<file path="config.mk">
export PLATFORM = sky130hd
export DESIGN_NAME = rv_register_file
export DESIGN_NICKNAME = d
export VERILOG_FILES = /design/src/rtl/rv_pkg.sv /design/src/rtl/rf_read_port.sv /design/src/rtl/rv_register_file.sv
export SDC_FILE = /design/constraint.sdc
export NUM_CORES = 2
export LEC_CHECK = 0
export ABC_CLOCK_PERIOD_IN_PS = 2000
export CORE_MARGIN = 1
export CORE_UTILIZATION = 57
export DETAILED_ROUTE_END_ITERATION = 8
export GPL_ROUTABILITY_DRIVEN = 0
export PLACE_DENSITY_LB_ADDON = 0.3
export RECOVER_POWER = 100
export SYNTH_ARGS = -nofsm -noshare
export SYNTH_HDL_FRONTEND = slang
export SYNTH_HIERARCHICAL = 1
export SYNTH_SLANG_ARGS = --single-unit
export TNS_END_PERCENT = 20
</file>
<file path="constraint.sdc">
create_clock -name clk -period 2 [get_ports clk]
set_clock_uncertainty 0.1 [all_clocks]
set_input_delay 0.3 -clock clk [delete_from_list [all_inputs] [get_ports clk]]
set_output_delay 0.3 -clock clk [all_outputs]
set_load 0.01 [all_outputs]
</file>
<file path="src/rtl/rv_pkg.sv">
// ============================================================================
// Module      : rv_pkg
// Description : Shared RV32 register-file types and sizing constants.
// Revision    : 1.0 - initial release
// ============================================================================
`default_nettype none

package rv_pkg;

  localparam int XLEN   = 32;
  localparam int NREGS  = 32;
  localparam int ADDR_W = $clog2(NREGS);

  typedef logic [XLEN-1:0]   word_t;
  typedef logic [ADDR_W-1:0] reg_addr_t;

  localparam reg_addr_t REG_ZERO = '0;

endpackage : rv_pkg

`default_nettype wire

</file>
<file path="src/rtl/rf_read_port.sv">
// ============================================================================
// Module      : rf_read_port
// Description : One register-file read port: array mux, write bypass, x0
//               zero-detect and an output register that holds when disabled.
// Revision    : 1.0 - initial release
// ============================================================================
`default_nettype none

module rf_read_port
  import rv_pkg::*;
(
  input  logic      clk,
  input  logic      rst,
  input  logic      i_en,
  input  reg_addr_t i_rs_add,
  input  logic      i_wr,
  input  reg_addr_t i_rd_add,
  input  word_t     i_data,
  input  word_t     i_regs [NREGS],
  output word_t     o_val
);

  word_t w_next;
  word_t r_val;

  // i_wr is already qualified (enabled, wen, rd!=0), so a match means a real write.
  always_comb begin
    w_next = i_regs[i_rs_add];
    if (i_rs_add == REG_ZERO) begin
      w_next = '0;
    end else if (i_wr && (i_rd_add == i_rs_add)) begin
      w_next = i_data;
    end
  end

  always_ff @(posedge clk) begin
    if (rst) begin
      r_val <= '0;
    end else if (i_en) begin
      r_val <= w_next;
    end
  end

  assign o_val = r_val;

endmodule : rf_read_port

`default_nettype wire

</file>
<file path="src/rtl/rv_register_file.sv">
// ============================================================================
// Module      : rv_register_file
// Description : RV32 integer register file, 2 registered read ports with
//               write bypass, 1 write port, x0 hardwired to zero, stall enable.
// Revision    : 1.0 - initial release
// ============================================================================
`default_nettype none

module rv_register_file
  import rv_pkg::*;
(
  input  logic      clk,
  input  logic      rst,
  input  reg_addr_t rs1_add,
  input  reg_addr_t rs2_add,
  input  reg_addr_t rd_add,
  input  word_t     data,
  input  logic      wen,
  input  logic      register_file_enable,
  output word_t     rs1_val,
  output word_t     rs2_val
);

  word_t r_regs [NREGS];
  logic  w_wr;

  assign w_wr = register_file_enable && wen && (rd_add != REG_ZERO);

  always_ff @(posedge clk) begin
    if (rst) begin
      for (int i = 0; i < NREGS; i++) begin
        r_regs[i] <= '0;
      end
    end else if (w_wr) begin
      r_regs[rd_add] <= data;
    end
  end

  rf_read_port u_rs1_port (
    .clk      (clk),
    .rst      (rst),
    .i_en     (register_file_enable),
    .i_rs_add (rs1_add),
    .i_wr     (w_wr),
    .i_rd_add (rd_add),
    .i_data   (data),
    .i_regs   (r_regs),
    .o_val    (rs1_val)
  );

  rf_read_port u_rs2_port (
    .clk      (clk),
    .rst      (rst),
    .i_en     (register_file_enable),
    .i_rs_add (rs2_add),
    .i_wr     (w_wr),
    .i_rd_add (rd_add),
    .i_data   (data),
    .i_regs   (r_regs),
    .o_val    (rs2_val)
  );

endmodule : rv_register_file

`default_nettype wire

</file>
# Word level (Yosys, flattened, before mapping)
# Cells that the tools add are included.
totals:
  register_bits: 1088
  latchBits: 0
  mem_bits_rw: 0
  rom_bits: 0
  in_bits: 51
  out_inout_bits: 64
  wordCells: 64
  mem_count: 0
op_classes:
  n_addsub: 0
  n_mul: 0
  div_mod_pow: 0
  magnitude_cmp: 4
  eq_ne: 2
  n_shift: 0
  mux: 13
  bitwise_logic: 3
  n_reduce_logical: 8
op_table:
  columns: ["operator", "count"]
  rows:
  - ["bitwise mux 1024 bit", 1]
  - ["binary-select mux 32 bit (select 5 bit)", 2]
  - ["two-way mux 32 bit", 9]
  - ["demux 32 bit (select 5 bit)", 1]
  - [">= comparator 6 bit, second input constant", 3]
  - ["NOT 5 -> 6 bit", 3]
  - ["== test 5 bit", 2]
  - ["logical NOT 5 bit", 2]
  - ["< comparator 6 x 1 -> 1 bit, second input constant", 1]
  - ["logical AND 1 bit", 5]
  - ["nonzero test 5 bit", 1]

# Logic depth before layout (Yosys ltp)
depth:
  word_depth: 6
  ltp_mapped: 9
  depth_no_buf: 6

# Modules after synthesis
# The synthesis kept the hierarchy.
by_module_without_submodules:
  columns: ["module", "instances", "cells_per_inst", "area_each_um2", "seq_area_each_um2"]
  rows:
  - ["rv_register_file", 1, 3433, 38734.6, 20499.7]
  - ["rf_read_port", 2, 969, 9974.6, 640.6]

# Least setup slack after synthesis
# OpenSTA, ideal clock, no wires.
synth_path:
  path_type: "input port to flip-flop"
  start: "input port rs1_add[2]"
  end: "register u_rs1_port.r_val[20], in the netlist u_rs1_port/o_val[20]"
  setup_time_ns: 0.124
  t_arrival_ns: 1.930
  t_required_ns: 1.776
  slack_ns: -0.155
  cell_stages: 7
  path_buffers: 3
  path_cell_list: "buf_2 -> buf_2 -> buf_1 -> mux4_2 -> o211ai_1 -> o21ai_1 -> a2111o_1"
synth_via:
  elab_chain_len: 6
  elab_cells_between_ends: 9
  classes_between: "eq/ne: 1; mux: 5; bitwise: 1; reduce/logical: 2"
synth_rtl:
  columns: ["element", "line_no", "rtl"]
  rows:
  - ["from (decl)", "rv_register_file.sv:14", "input reg_addr_t rs1_add,"]
  - ["NOT 5 -> 6 bit (implied by the code)", "rf_read_port.sv:28", "w_next = i_regs[i_rs_add];"]
  - ["binary-select mux 32 bit (select 5 bit)", "rf_read_port.sv:28", null]
  - ["two-way mux 32 bit (implied by the code) (2 in a row)", "rf_read_port.sv:28", null]
  - ["two-way mux 32 bit", "rf_read_port.sv:31", "end else if (i_wr && (i_rd_add == i_rs_add)) begin"]
  - ["two-way mux 32 bit *", "rf_read_port.sv:29", "if (i_rs_add == REG_ZERO) begin"]
  - ["to (signal assigned)", "rf_read_port.sv:40", "r_val <= w_next;"]
  - ["to (decl)", "rf_read_port.sv:24", "word_t r_val;"]
# Mark *: on every way between the ends. The rest lies on a longest branch, timed or not. The select of a mux whose other input is x is not followed.
# A chain may end at the register's enable or synchronous reset.

# Worst setup path in the final report
layout_path:
  start: "register u_rs1_port.r_val[18], in the netlist u_rs1_port/o_val[18]"
  end: "output port rs1_val[18]"
layout_lines:
  columns: ["element", "line_no", "rtl"]
  rows:
  - ["to (decl)", "rv_register_file.sv:20", "output word_t rs1_val,"]
# No word-level cell between the ends.

==> metrics.txt <==
Top Family by Delay on Critical Path flip-flops; largest net degree at the start of global routing 141; wire length per cell 28.07 microns; Non-Filler Instances 7048; Post-synth top cells mux2i_1, dfxtp_1, nand2b_1; critical path cell sequence dlygate4sd2_1; status finished with violations; DRC viols 0; leading post-synthesis cells by cell area dfxtp_1, mux2i_1, mux4_2; clk_lat worst skew 0.70 ns; Sw Pwr 11.96 mW; post-route ant nets 0; IO Port Bufs 114; most frequent cell after synthesis mux2i_1; setup ws final -0.02170 ns; setup violators final 2; Clock Tree Root clkbuf_16; max_cap viols 0; Pre-antenna DRT Iters 6; clock tree buffer depth 3; syn_nets 5422; placed cell count 6837; violated checks setup timing; Hold/Removal Path Class input pin to flip-flop; layout cell share with drive strength beyond 1 0.2155; Yosys top cell by area dfxtp_1; syn avg cell area 10.93 sq um; vias per cell 6.616; Worst R2R Start r_regs[385]; async set or reset register ratio after synthesis 0; final wirelength 197900 microns; Leakage Power 31.92 nW; Critical Path Sink rs1_val[18]; Vias 46630; R2R depth 6; floorplan row count 117; slowest CP cell dfxtp_1; GRT Total Usage 0.3733; CP startpoint u_rs1_port/o_val[18]; first-pass GRT wire length 292700 microns; Clk pwr share 0.463; Clock Sink Count 1088; Slew Limit Fails 0; Mapped Cells 5371; Startpoint Class flip-flop; fin crit period 2.022 ns; crit end category output port; Levels on crit path 1; P&R area growth vs syn 17.95%; Hold Startpoint rs1_add[4]; initial antenna violation count 7; Fin. Hold Viols 0; critical path class flip-flop to output port; peak supply drop 0.6895 mV; CP max FO 3; yosys warns 6; relative slew slack 0.5279; worst path bufs/invs 1; Worst Tran Pin Value 0.7082 ns; predominant post-synthesis flop cell dfxtp_1; maximum clock frequency 494.6 MHz; Core Region 101900 sq um; Post-synth EDFFs 0; post-CTS setup buffer count 0; switching share of power 0.2414; Cell Pwr Density 715.8 nW/um^2; Critical R2R Capture u_rs2_port/o_val[1]; Crit path required time 1.60 ns; total grt overflow 0; Filler cells 7575; Pwr Total 49.55 mW; clock-pin slew on the worst setup and hold paths 0.06 ns; Final period util 1.011; number of global-route vias before repair 46680; htree depth 3; Die H 322.9 microns; Yosys top cell area share 0.3712; sequential fraction of the synthesis area 0.3712; cell internal pwr 37.58 mW; total CTS buffers 113; Die Wd 322.9 microns; CTS tree done; FF+latch count, synth 1088; full die area 104200 sq um; Comb power frac 0.094; Iter 0 DRT Violations 5467; crit-path max cell delay 0.49 ns; CP arrival 1.62 ns; Reg power frac 0.442; final setup TNS -0.02882 ns; fin nets 5636; FF-to-FF setup slack 0.15 ns; RSZ-0062 raised after global routing no; mapped cell area 58680 sq um; Starting Density 0.5760; DPL Wire Length 130600 microns; IO Count 115; Yosys cell types 39
[registers in the layout, indices dropped and copies added (netlist names)]
name and cells:
u_rs1_port/o_val 32, u_rs2_port/o_val 32, r_regs 1024
[repair_timing]
| item | CTS | global route |
|---|---|---|
| endpoints found under the hold margin | 2 | 0 |
| gates resized for setup | 89 | 3 |
| endpoints found under the setup margin | 64 | 12 |
| hold buffers | 1 | 0 |
[area by class of cell]
type | count | area, sq um | area share
well taps | 1368 | 1712 | 0.02473
clock buffers | 163 | 3400 | 0.04911
repair buffers | 650 | 7124 | 0.1029
multi-input cells | 3664 | 34280 | 0.4952
flip-flops and latches | 1088 | 21790 | 0.3148
clock inverters | 42 | 638.1 | 0.009219
diodes | 5 | 12.51 | 0.0001808
inverters | 68 | 267.8 | 0.003868
[metal layers]
layer / share of wire / track usage / routed length [microns] / vias up
li1: - / - / - / 19880
met1: 0.39 / 0.4910 / 76350 / 23230
met2: 0.44 / 0.5651 / 87010 / 2776
met3: 0.10 / 0.07288 / 20390 / 731
met4: 0.071 / 0.2352 / 13970 / 8
met5: 0.00076 / 0 / 151 / -
[through the flow]
stage / cell area [sq um] / hold WS [ns] / setup WS, ns / utilization
global route: 69210 / 0.2748 / 0.003213 / 0.6793
global placement: 66040 / 0.3630 / -0.5417 / 0.6482
CTS: 70050 / 0.2188 / -0.1033 / 0.6875
finish: 69220 / 0.2691 / -0.02170 / 0.6794
detailed placement: 66040 / 0.3699 / -0.5959 / 0.6482
floorplan: 58930 / 0.3509 / -0.004138 / -
[layout by cell type, fill, tap and decap left out, types with 32 or more instances in the layout]
master	synthesis	layout
a2111o_1	62	62
a21oi_1	129	127
a221oi_1	128	128
a22oi_1	64	64
buf_12	0	165
buf_4	67	310
clkbuf_16	0	116
clkbuf_8	0	32
clkdlybuf4s50_1	0	41
dfxtp_1	1088	1084
dlygate4sd2_1	0	63
inv_1	66	64
mux2i_1	1250	1250
mux4_2	384	384
nand2_1	209	196
nand2b_1	1024	1024
nor2b_1	36	34
o211ai_2	60	60
o21ai_0	194	194
o21ai_1	62	62
[power by group through the flow]
stage / clock (mW) / sequential [mW] / combinational [mW]
floorplan: 0 / 22.3 / 2.56
global placement: 0 / 22.4 / 4.65
detailed placement: 0 / 22.4 / 4.66
CTS: 23.0 / 21.9 / 4.65
global route: 23.9 / 21.9 / 4.78
finish: 23.0 / 21.9 / 4.68
[cells by family after synthesis]
logic type,Yosys count,share of synthesized area
AND/OR/NAND/NOR,1307,0.1320
buffers and inverters,619,0.04804
flip-flops,1088,0.3712
multiplexers,1634,0.3606
AO/OA/AOI/OAI,713,0.08678
XOR/XNOR,10,0.001493
[how the worst min path moves through the flow]
stage / depth (start not counted) / slack (ns) / end
4_1_cts: 5 / 0.22 / u_rs1_port/o_val[26]
3_3_place_gp: 1 / 0.36 / r_regs[1004]
2_1_floorplan: 1 / 0.35 / r_regs[1000]
6_report: 5 / 0.27 / u_rs1_port/o_val[26]
3_5_place_dp: 1 / 0.37 / r_regs[1007]
5_1_grt: 5 / 0.27 / u_rs1_port/o_val[26]
Power figures use the tool's default switching activity.
